## config.mk

```make
export PLATFORM = sky130hd
export DESIGN_NAME = lcd_bus_responder
export DESIGN_NICKNAME = d
export VERILOG_FILES = /design/src/rtl/lcd_bus_responder.sv
export SDC_FILE = /design/constraint.sdc
export NUM_CORES = 1
export LEC_CHECK = 0
export CAP_MARGIN = 10
export CORE_MARGIN = 5
export CORE_UTILIZATION = 56
export DETAILED_ROUTE_END_ITERATION = 7
export GPL_TIMING_DRIVEN = 0
export HOLD_SLACK_MARGIN = 0.15
export MAX_ROUTING_LAYER = met4
export PLACE_DENSITY = 0.85
export SYNTH_ARGS = -nofsm -noshare
export SYNTH_HDL_FRONTEND = slang
export SYNTH_SLANG_ARGS = --single-unit
```

## constraint.sdc

```tcl
create_clock -name Clock -period 6.6 [get_ports Clock]
set_input_delay 1.32 -clock Clock [delete_from_list [all_inputs] [get_ports Clock]]
set_output_delay 1.32 -clock Clock [all_outputs]
set_load 0.01 [all_outputs]
```

## src/rtl/lcd_bus_responder.sv

```systemverilog
// Bus-side model of an ST7032-style character LCD controller: decodes strobed
// instruction/data accesses, tracks busy time and holds a 32-entry DDRAM.
`timescale 1ns/1ps
module lcd_bus_responder #(
    parameter int BUSY_CYC  = 2000,
    parameter int CLEAR_CYC = 76500
) (
    input  logic       Clock,
    input  logic       Reset,
    input  logic       LCD_EN,
    input  logic       LCD_RS,
    input  logic       LCD_RW,
    input  logic [7:0] LCD_DADOS,
    output logic [7:0] DB_OUT,
    output logic       DB_OE,
    output logic       Busy,
    output logic       Cmd_Dropped,
    output logic       Disp_On,
    output logic       Cursor_On,
    output logic       Blink_On,
    output logic       Lines2,
    output logic [5:0] Contrast,
    input  logic [4:0] Rd_Addr,
    output logic [7:0] Rd_Char
);
    localparam int MAXC = (CLEAR_CYC > BUSY_CYC) ? CLEAR_CYC : BUSY_CYC;
    localparam int CW   = $clog2(MAXC + 1);

    typedef enum logic [1:0] {IDLE, EXEC, CLEAR} state_t;

    state_t        state, state_n;
    logic [CW-1:0] cnt, cnt_n;
    logic          clr_we;

    logic [10:0] sync1, sync2;
    logic        en_s, rs_s, rw_s;
    logic        en_d, rs_d, rw_d;
    logic [7:0]  db_d;
    logic        fall, wr_fall, rd_fall, accept, drop, is_clear;

    logic [6:0]  ac;
    logic [4:0]  idx;
    logic        id, s, is, dl, dh, ion, bon;
    logic [3:0]  osc, fol;
    logic [7:0]  ddram [32];

    assign en_s = sync2[10];
    assign rs_s = sync2[9];
    assign rw_s = sync2[8];

    // Delayed copies hold the bus as it was during the last EN-high cycle.
    always_ff @(posedge Clock or posedge Reset) begin
        if (Reset) begin
            sync1 <= '0;
            sync2 <= '0;
            en_d  <= 1'b0;
            rs_d  <= 1'b0;
            rw_d  <= 1'b0;
            db_d  <= '0;
        end else begin
            sync1 <= {LCD_EN, LCD_RS, LCD_RW, LCD_DADOS};
            sync2 <= sync1;
            {en_d, rs_d, rw_d, db_d} <= sync2;
        end
    end

    assign fall     = en_d & ~en_s;
    assign wr_fall  = fall & ~rw_d;
    assign rd_fall  = fall & rw_d;
    assign accept   = wr_fall & (state == IDLE);
    assign drop     = wr_fall & (state != IDLE);
    assign is_clear = ~rs_d & (db_d == 8'h01);
    assign idx      = {ac[6], ac[3:0]};

    function automatic logic [6:0] ac_step(
        input logic [6:0] a,
        input logic       inc,
        input logic       two
    );
        logic [3:0] lo;
        logic       wrap;
        lo   = inc ? a[3:0] + 4'd1 : a[3:0] - 4'd1;
        wrap = inc ? (a[3:0] == 4'hF) : (a[3:0] == 4'h0);
        return {two & (a[6] ^ wrap), 2'b00, lo};
    endfunction

    always_ff @(posedge Clock or posedge Reset) begin
        if (Reset) begin
            state <= IDLE;
            cnt   <= '0;
        end else begin
            state <= state_n;
            cnt   <= cnt_n;
        end
    end

    always_comb begin
        state_n = state;
        cnt_n   = cnt;
        clr_we  = 1'b0;
        unique case (state)
            IDLE: begin
                if (accept) begin
                    cnt_n   = '0;
                    state_n = is_clear ? CLEAR : EXEC;
                end
            end
            EXEC: begin
                if (cnt == CW'(BUSY_CYC - 1)) state_n = IDLE;
                else                          cnt_n   = cnt + 1'b1;
            end
            CLEAR: begin
                clr_we = (cnt < CW'(32));
                if (cnt == CW'(CLEAR_CYC - 1)) state_n = IDLE;
                else                           cnt_n   = cnt + 1'b1;
            end
            default: state_n = IDLE;
        endcase
    end

    assign Busy = (state != IDLE);

    always_ff @(posedge Clock or posedge Reset) begin
        if (Reset) begin
            ac          <= '0;
            id          <= 1'b1;
            s           <= 1'b0;
            is          <= 1'b0;
            dl          <= 1'b1;
            Lines2      <= 1'b0;
            dh          <= 1'b0;
            Disp_On     <= 1'b0;
            Cursor_On   <= 1'b0;
            Blink_On    <= 1'b0;
            Contrast    <= '0;
            ion         <= 1'b0;
            bon         <= 1'b0;
            osc         <= '0;
            fol         <= '0;
            Cmd_Dropped <= 1'b0;
        end else begin
            Cmd_Dropped <= drop;
            if (accept && rs_d) begin
                ac <= ac_step(ac, id, Lines2);
            end else if (accept) begin
                unique casez (db_d)
                    8'b1???????: ac <= {db_d[6], 2'b00, db_d[3:0]};
                    8'b01??????: begin
                        if (is) begin
                            unique case (db_d[5:4])
                                2'b01: begin
                                    Contrast[5:4] <= db_d[1:0];
                                    ion           <= db_d[3];
                                    bon           <= db_d[2];
                                end
                                2'b10:   fol           <= db_d[3:0];
                                2'b11:   Contrast[3:0] <= db_d[3:0];
                                default: ;
                            endcase
                        end
                    end
                    8'b001?????: begin
                        dl     <= db_d[4];
                        Lines2 <= db_d[3];
                        dh     <= db_d[2];
                        is     <= db_d[0];
                    end
                    8'b0001????: begin
                        if (is)           osc <= db_d[3:0];
                        else if (!db_d[3]) ac <= ac_step(ac, db_d[2], Lines2);
                    end
                    8'b00001???: begin
                        Disp_On   <= db_d[2];
                        Cursor_On <= db_d[1];
                        Blink_On  <= db_d[0];
                    end
                    8'b000001??: begin
                        id <= db_d[1];
                        s  <= db_d[0];
                    end
                    8'b0000001?: ac <= '0;
                    8'b00000001: begin
                        ac <= '0;
                        id <= 1'b1;
                    end
                    default: ;
                endcase
            end else if (rd_fall && rs_d) begin
                ac <= ac_step(ac, id, Lines2);
            end
        end
    end

    // DDRAM deliberately survives Reset.
    always_ff @(posedge Clock) begin
        if (clr_we)            ddram[cnt[4:0]] <= 8'h20;
        else if (accept && rs_d) ddram[idx]    <= db_d;
    end

    assign Rd_Char = ddram[Rd_Addr];
    assign DB_OE   = en_s & rw_s;
    assign DB_OUT  = !DB_OE ? 8'h00 : (rs_s ? ddram[idx] : {Busy, ac});
endmodule

```

; ---- Yosys cells after proc, flatten, opt, wreduce, memory -nomap -nowiden
; Memories as Yosys holds them, arrays and structs flattened.
; Index checks and enable logic that the tools add are counted.
[op_classes]
add_sub_neg = 3
multipliers = 0
n_div = 0
magnitude_cmp = 1
eq_ne = 22
shift = 0
mux = 31
bitwise = 15
reduce_logical = 18
[op_table]
columns = cell, n
row1 = 2-to-1 mux 17 bit, 3
row2 = one-hot mux 17 bit (3 select lines), 1
row3 = 2-to-1 mux 7 bit, 5
row4 = 2-to-1 mux 8 bit, 3
row5 = one-hot mux 7 bit (3 select lines), 1
row6 = adder 17 x 1 -> 17 bit (second input constant), 1
row7 = equality test 17 x 11 -> 1 bit (second input constant), 1
row8 = equality test 17 bit (second input constant), 1
row9 = < comparator 17 x 6 -> 1 bit (second input constant), 1
row10 = AND reduction 3 bit, 4
row11 = inequality test 2 bit (second input constant), 5
row12 = AND reduction 5 bit, 2
row13 = AND 1 bit, 9
row14 = 2-to-1 mux 1 bit, 9
row15 = equality test 8 x 1 -> 1 bit (second input constant), 1
row16 = 2-to-1 mux 2 bit, 4
row17 = 2-to-1 mux 4 bit, 2
row18 = inequality test 4 bit (second input constant), 2
row19 = AND reduction 4 bit, 2
row20 = OR reduction 8 bit, 1
row21 = equality test 7 x 1 -> 1 bit (second input constant), 1
row22 = equality test 2 x 1 -> 1 bit (second input constant), 3
row23 = equality test 6 x 1 -> 1 bit (second input constant), 1
row24 = one-hot mux 2 bit (3 select lines), 1
row25 = other kinds (18), 26
[word_totals]
regBits = 72
latchBits = 0
mem_bits_rw = 256
mem_bits_ro = 0
inputBits = 18
output_inout_bits = 29
word_cells = 109
n_memories = 1
[mem_list]
columns = name, depth, word_bits, read_ports, rd_ports_with_merged_regs, write_ports, line_no
row1 = ddram, 32, 8, 2, 0, 1, 45  ; logic [7:0] ddram [32];

; ---- Longest topological paths before layout
[depth]
depth_word = 10
ltp_mapped = 11

; ---- Least setup slack after synthesis
; OpenSTA, ideal clock, no wires.
[synth_path]
kind = in2out
from = in Rd_Addr[0]
to = out Rd_Char[0]
arrival_time_ns = 3.280
t_required_ns = 5.280
setup_slack_ns = 2.000
cell_stages = 5
path_cell_list = clkbuf_1 buf_2 mux4_2 mux4_2 mux2_2
[synth_via]
elab_chain_len = 1
[synth_lines]
columns = element, line_no
row1 = from (decl), 23  ; input logic [4:0] Rd_Addr,
row2 = memory (32 x 8 bit), -
row3 = to (decl), 24  ; output logic [7:0] Rd_Char
; Every way passes these cells.

; ---- Worst setup path in the final report
[layout_path]
from = reg ac[1]
to = out DB_OUT[6]
[layout_via]
elab_chain_len = 3
[layout_lines]
columns = element, line_no
row1 = from (decl), 41  ; logic [6:0] ac;
row2 = from (signal assigned), 144  ; ac <= ac_step(ac, id, Lines2);
row3 = from (signal assigned), 170  ; else if (!db_d[3]) ac <= ac_step(ac, db_d[2], Lines2);
row4 = from (signal assigned), 189  ; ac <= ac_step(ac, id, Lines2);
row5 = memory (32 x 8 bit), -
row6 = 2-to-1 mux 8 bit (2 in a row), 202  ; assign DB_OUT = !DB_OE ? 8'h00 : (rs_s ? ddram[idx] : {Busy, ac});
row7 = to (decl), 14  ; output logic [7:0] DB_OUT,
; Every way passes these cells.

==> impl_metrics.csv <==
group,metric,value,unit
pwr,clockPowerShare,33.9,%
detailed_routing,drt_wl_total,44.16,mm
place,dp_cells,1302,
pwr,internal_power,0.004068,W
sta,post-route-min-period,5.857,ns
floorplan,core_area,26950,um2
worst_setup_path,endpoint,"DB_OUT[6]",
logic_synthesis,syn_inst,917,
logic_synthesis,synthArstFlopShare,21.47,%
logic_synthesis,ys.flop_type,"edfxtp_1",
pwr,ir_worst_vdd,0.2197,mV
pwr,pwr-share-comb,27.8,%
min_path,whs_path_depth,0,
floorplan,ios,47,
logic_synthesis,yosys-top-cells-count,"edfxtp_1, mux4_2, dfrtp_1, nor2_1, nand2_1",
pwr,switching_share,31.61,%
worst_setup_path,reg2reg_from,"ac[1]",
sta,rsz0062_at_grt,"no",
final_layout,nFillCells,1737,
sta,worstMarginPinSlew,1.243,ns
pwr,pwr-share-seq,38.3,%
global_route,grt_remaining_overflow,0,
sta,clock.fmax,170.7,MHz
worst_setup_path,worstPathArrival,4.54,ns
detailed_routing,vias_per_cell,7.415,
worst_setup_path,endpoint_kind,"output pin",
sta,drv_slew,0,
logic_synthesis,ys_top_cells_by_area,"edfxtp_1, mux4_2, dfrtp_1",
logic_synthesis,synth_nets,943,
worst_setup_path,required,5.28,ns
worst_setup_path,start_kind,"flip-flop",
worst_setup_path,regToRegSetupSlack,2.35,ns
clock_network,cts_tree,"yes",
clock_network,clk_path_buf_depth,3,
sta,timing.final.crit_share,88.74,%
final_layout,drive_above_1_share,25.44,%
clock_network,postCtsSetupRepairBufs,0,
worst_setup_path,startpoint,"ac[1]",
sta,relSlewSlack,17.13,%
detailed_routing,detail-route-antenna-nets,0,
final_layout,syn2layout_area_growth,14.33,%
worst_setup_path,critPathKind,"reg2out",
status,status,"complete, no violations",
global_route,first_global_vias,9987,
logic_synthesis,synth_cell_types,62,
floorplan,row_count,60,
final_layout,final_cells,1371,
logic_synthesis,yosysWarnings,0,
floorplan,start_util,56.80,%
pwr,power.leakage,5.909,nW
clock_network,clock-sinks,326,
global_route,grt_pass1_wl,65.05,mm
clock_network,postCtsHoldBufs,0,
global_route,grt_antenna_before_repair,0,
floorplan,die_w,175.3,um
place,globalplace.congestion,1.052,
clock_network,root_buffer,"clkbuf_16",
worst_setup_path,reg2reg_to,"ddram[8][2]",
clock_network,clk_latency,0.54,ns
place,port_buffers,41,
sta,fin_skew,0.02150,ns
logic_synthesis,synth_area,15310,um2
clock_network,post_cts_resized,0,
logic_synthesis,yosysTopAreaCell,"edfxtp_1",
final_layout,nets,1032,
pwr,p_sw,0.001880,W
sta,fin_setup_tns,0,ns
detailed_routing,dr.pass1.iters,8,
worst_setup_path,rr_worst_depth,7,
logic_synthesis,ys_seq_area_share,61.67,%
pwr,power_density,339.9,nW/um2
floorplan,die_height,175.3,um
logic_synthesis,yosysTopAreaCellShare,50.22,%
detailed_routing,avgRoutedWirePerCell,32.21,um
detailed_routing,vias,10170,
clock_network,cts_buffers,36,
clock_network,path_clk_slew,0.07,ns
global_route,track_usage,29.56,%
clock_network,htree_levels,2,
sta,setup-violations-final,0,
job,cap_violations,0,
worst_setup_path,critPathMaxFanout,10,
final_layout,antenna_cells,0,
sta,hold_viol,0,
logic_synthesis,synth_seq_cells,326,
floorplan,dieArea,30740,um2
logic_synthesis,synth_edf_count,256,
detailed_routing,remaining_drc_errors,0,
logic_synthesis,syn-mean-instance-area,16.69,um2
global_route,grt_max_degree,71,
logic_synthesis,yosysMostFrequentCell,"edfxtp_1",
detailed_routing,drtIter0Drc,1858,
place,hpwl,29.99,mm
min_path,min_path_type,"reg2reg",
-- critical path: stages (launching register included) --
cell and delay [ns]:
dfrtp_1 0.36, clkbuf_1 0.43, buf_1 0.83, buf_2 0.56, mux4_2 0.34, mux2i_1 0.11, nand4_1 0.15, o31ai_1 0.10
nor3_1 0.47, clkdlybuf4s50_1 0.65
-- worst min-delay path by stage --
stage,from,end
5_1_grt,sync1[3],sync2[3]
6_report,sync1[5],sync2[5]
4_1_cts,sync1[3],sync2[3]
2_1_floorplan,sync2[0],db_d[0]
3_3_place_gp,sync1[0],sync2[0]
3_5_place_dp,sync1[3],sync2[3]
-- power groups by stage --
stage | combinational, W | clock (W) | sequential (W)
final | 0.00166 | 0.00201 | 0.00228
after global routing | 0.00171 | 0.00210 | 0.00228
after CTS | 0.00159 | 0.00202 | 0.00228
after detailed placement | 0.00157 | 0 | 0.00232
after global placement | 0.00155 | 0 | 0.00232
after floorplan | 0.00104 | 0 | 0.00231
-- metal layers --
metal	GRT usage, %	up-vias	part of all wire, %
li1	-	3936	-
met1	37.93	5099	34
met2	44.87	913	46
met3	9.083	218	14
met4	11.72	0	6.1
met5	-	-	0
-- cell usage in the layout, fill, tap and decap left out, types with 22 or more instances in the layout --
master / instances
edfxtp_1: 256
mux4_2: 144
dfrtp_1: 69
nor2_1: 60
nand2_1: 56
clkdlybuf4s50_1: 41
clkbuf_16: 40
clkbuf_1: 39
a31oi_1: 22
-- logic make-up (layout without fill, tap and decap cells) --
kind of cell | Yosys count | after routing | synth area share [%]
compound gates | 110 | 110 | 4.814
xor+xnor | 3 | 3 | 0.1717
fa+ha+maj | 8 | 8 | 0.6539
buf+inv | 85 | 198 | 2.428
flops | 326 | 326 | 61.67
mux | 176 | 176 | 23.45
simple gates | 209 | 209 | 6.809
-- state kept, by name, summed over array words and instances, names as in the netlist, 2 cells and up --
register / count
state: 2
sync1: 11
ddram: 256
cnt: 17
ac: 5
Contrast: 6
sync2: 11
db_d: 8
-- final cells by class --
class	count	area [um2]	share of cell area [%]
Sequential cell	326	9440	53.94
Multi-Input combinational cell	506	5495	31.40
Clock buffer	49	1054	6.020
Timing Repair Buffer	51	578.1	3.303
Tap cell	341	426.7	2.438
Buffer	69	311.5	1.780
Clock inverter	13	132.6	0.7578
Inverter	16	62.56	0.3575
-- stage by stage --
step                      setup WS (ns)  area (um2)  hold slack (ns)  util (%)  power, W
final                            0.7429       17500           0.3492     64.94  0.005948
after global routing             0.7967       17500           0.3557     64.94  0.006094
after CTS                        0.9456       17360           0.3506     64.40  0.005887
after detailed placement         0.9525       16170           0.3347     60.00  0.003893
after global placement           0.9790       16140           0.3331     59.90  0.003866
after floorplan                   2.000       15310           0.3312         -  0.003352
No activity file was read; power rests on OpenSTA's default activity.
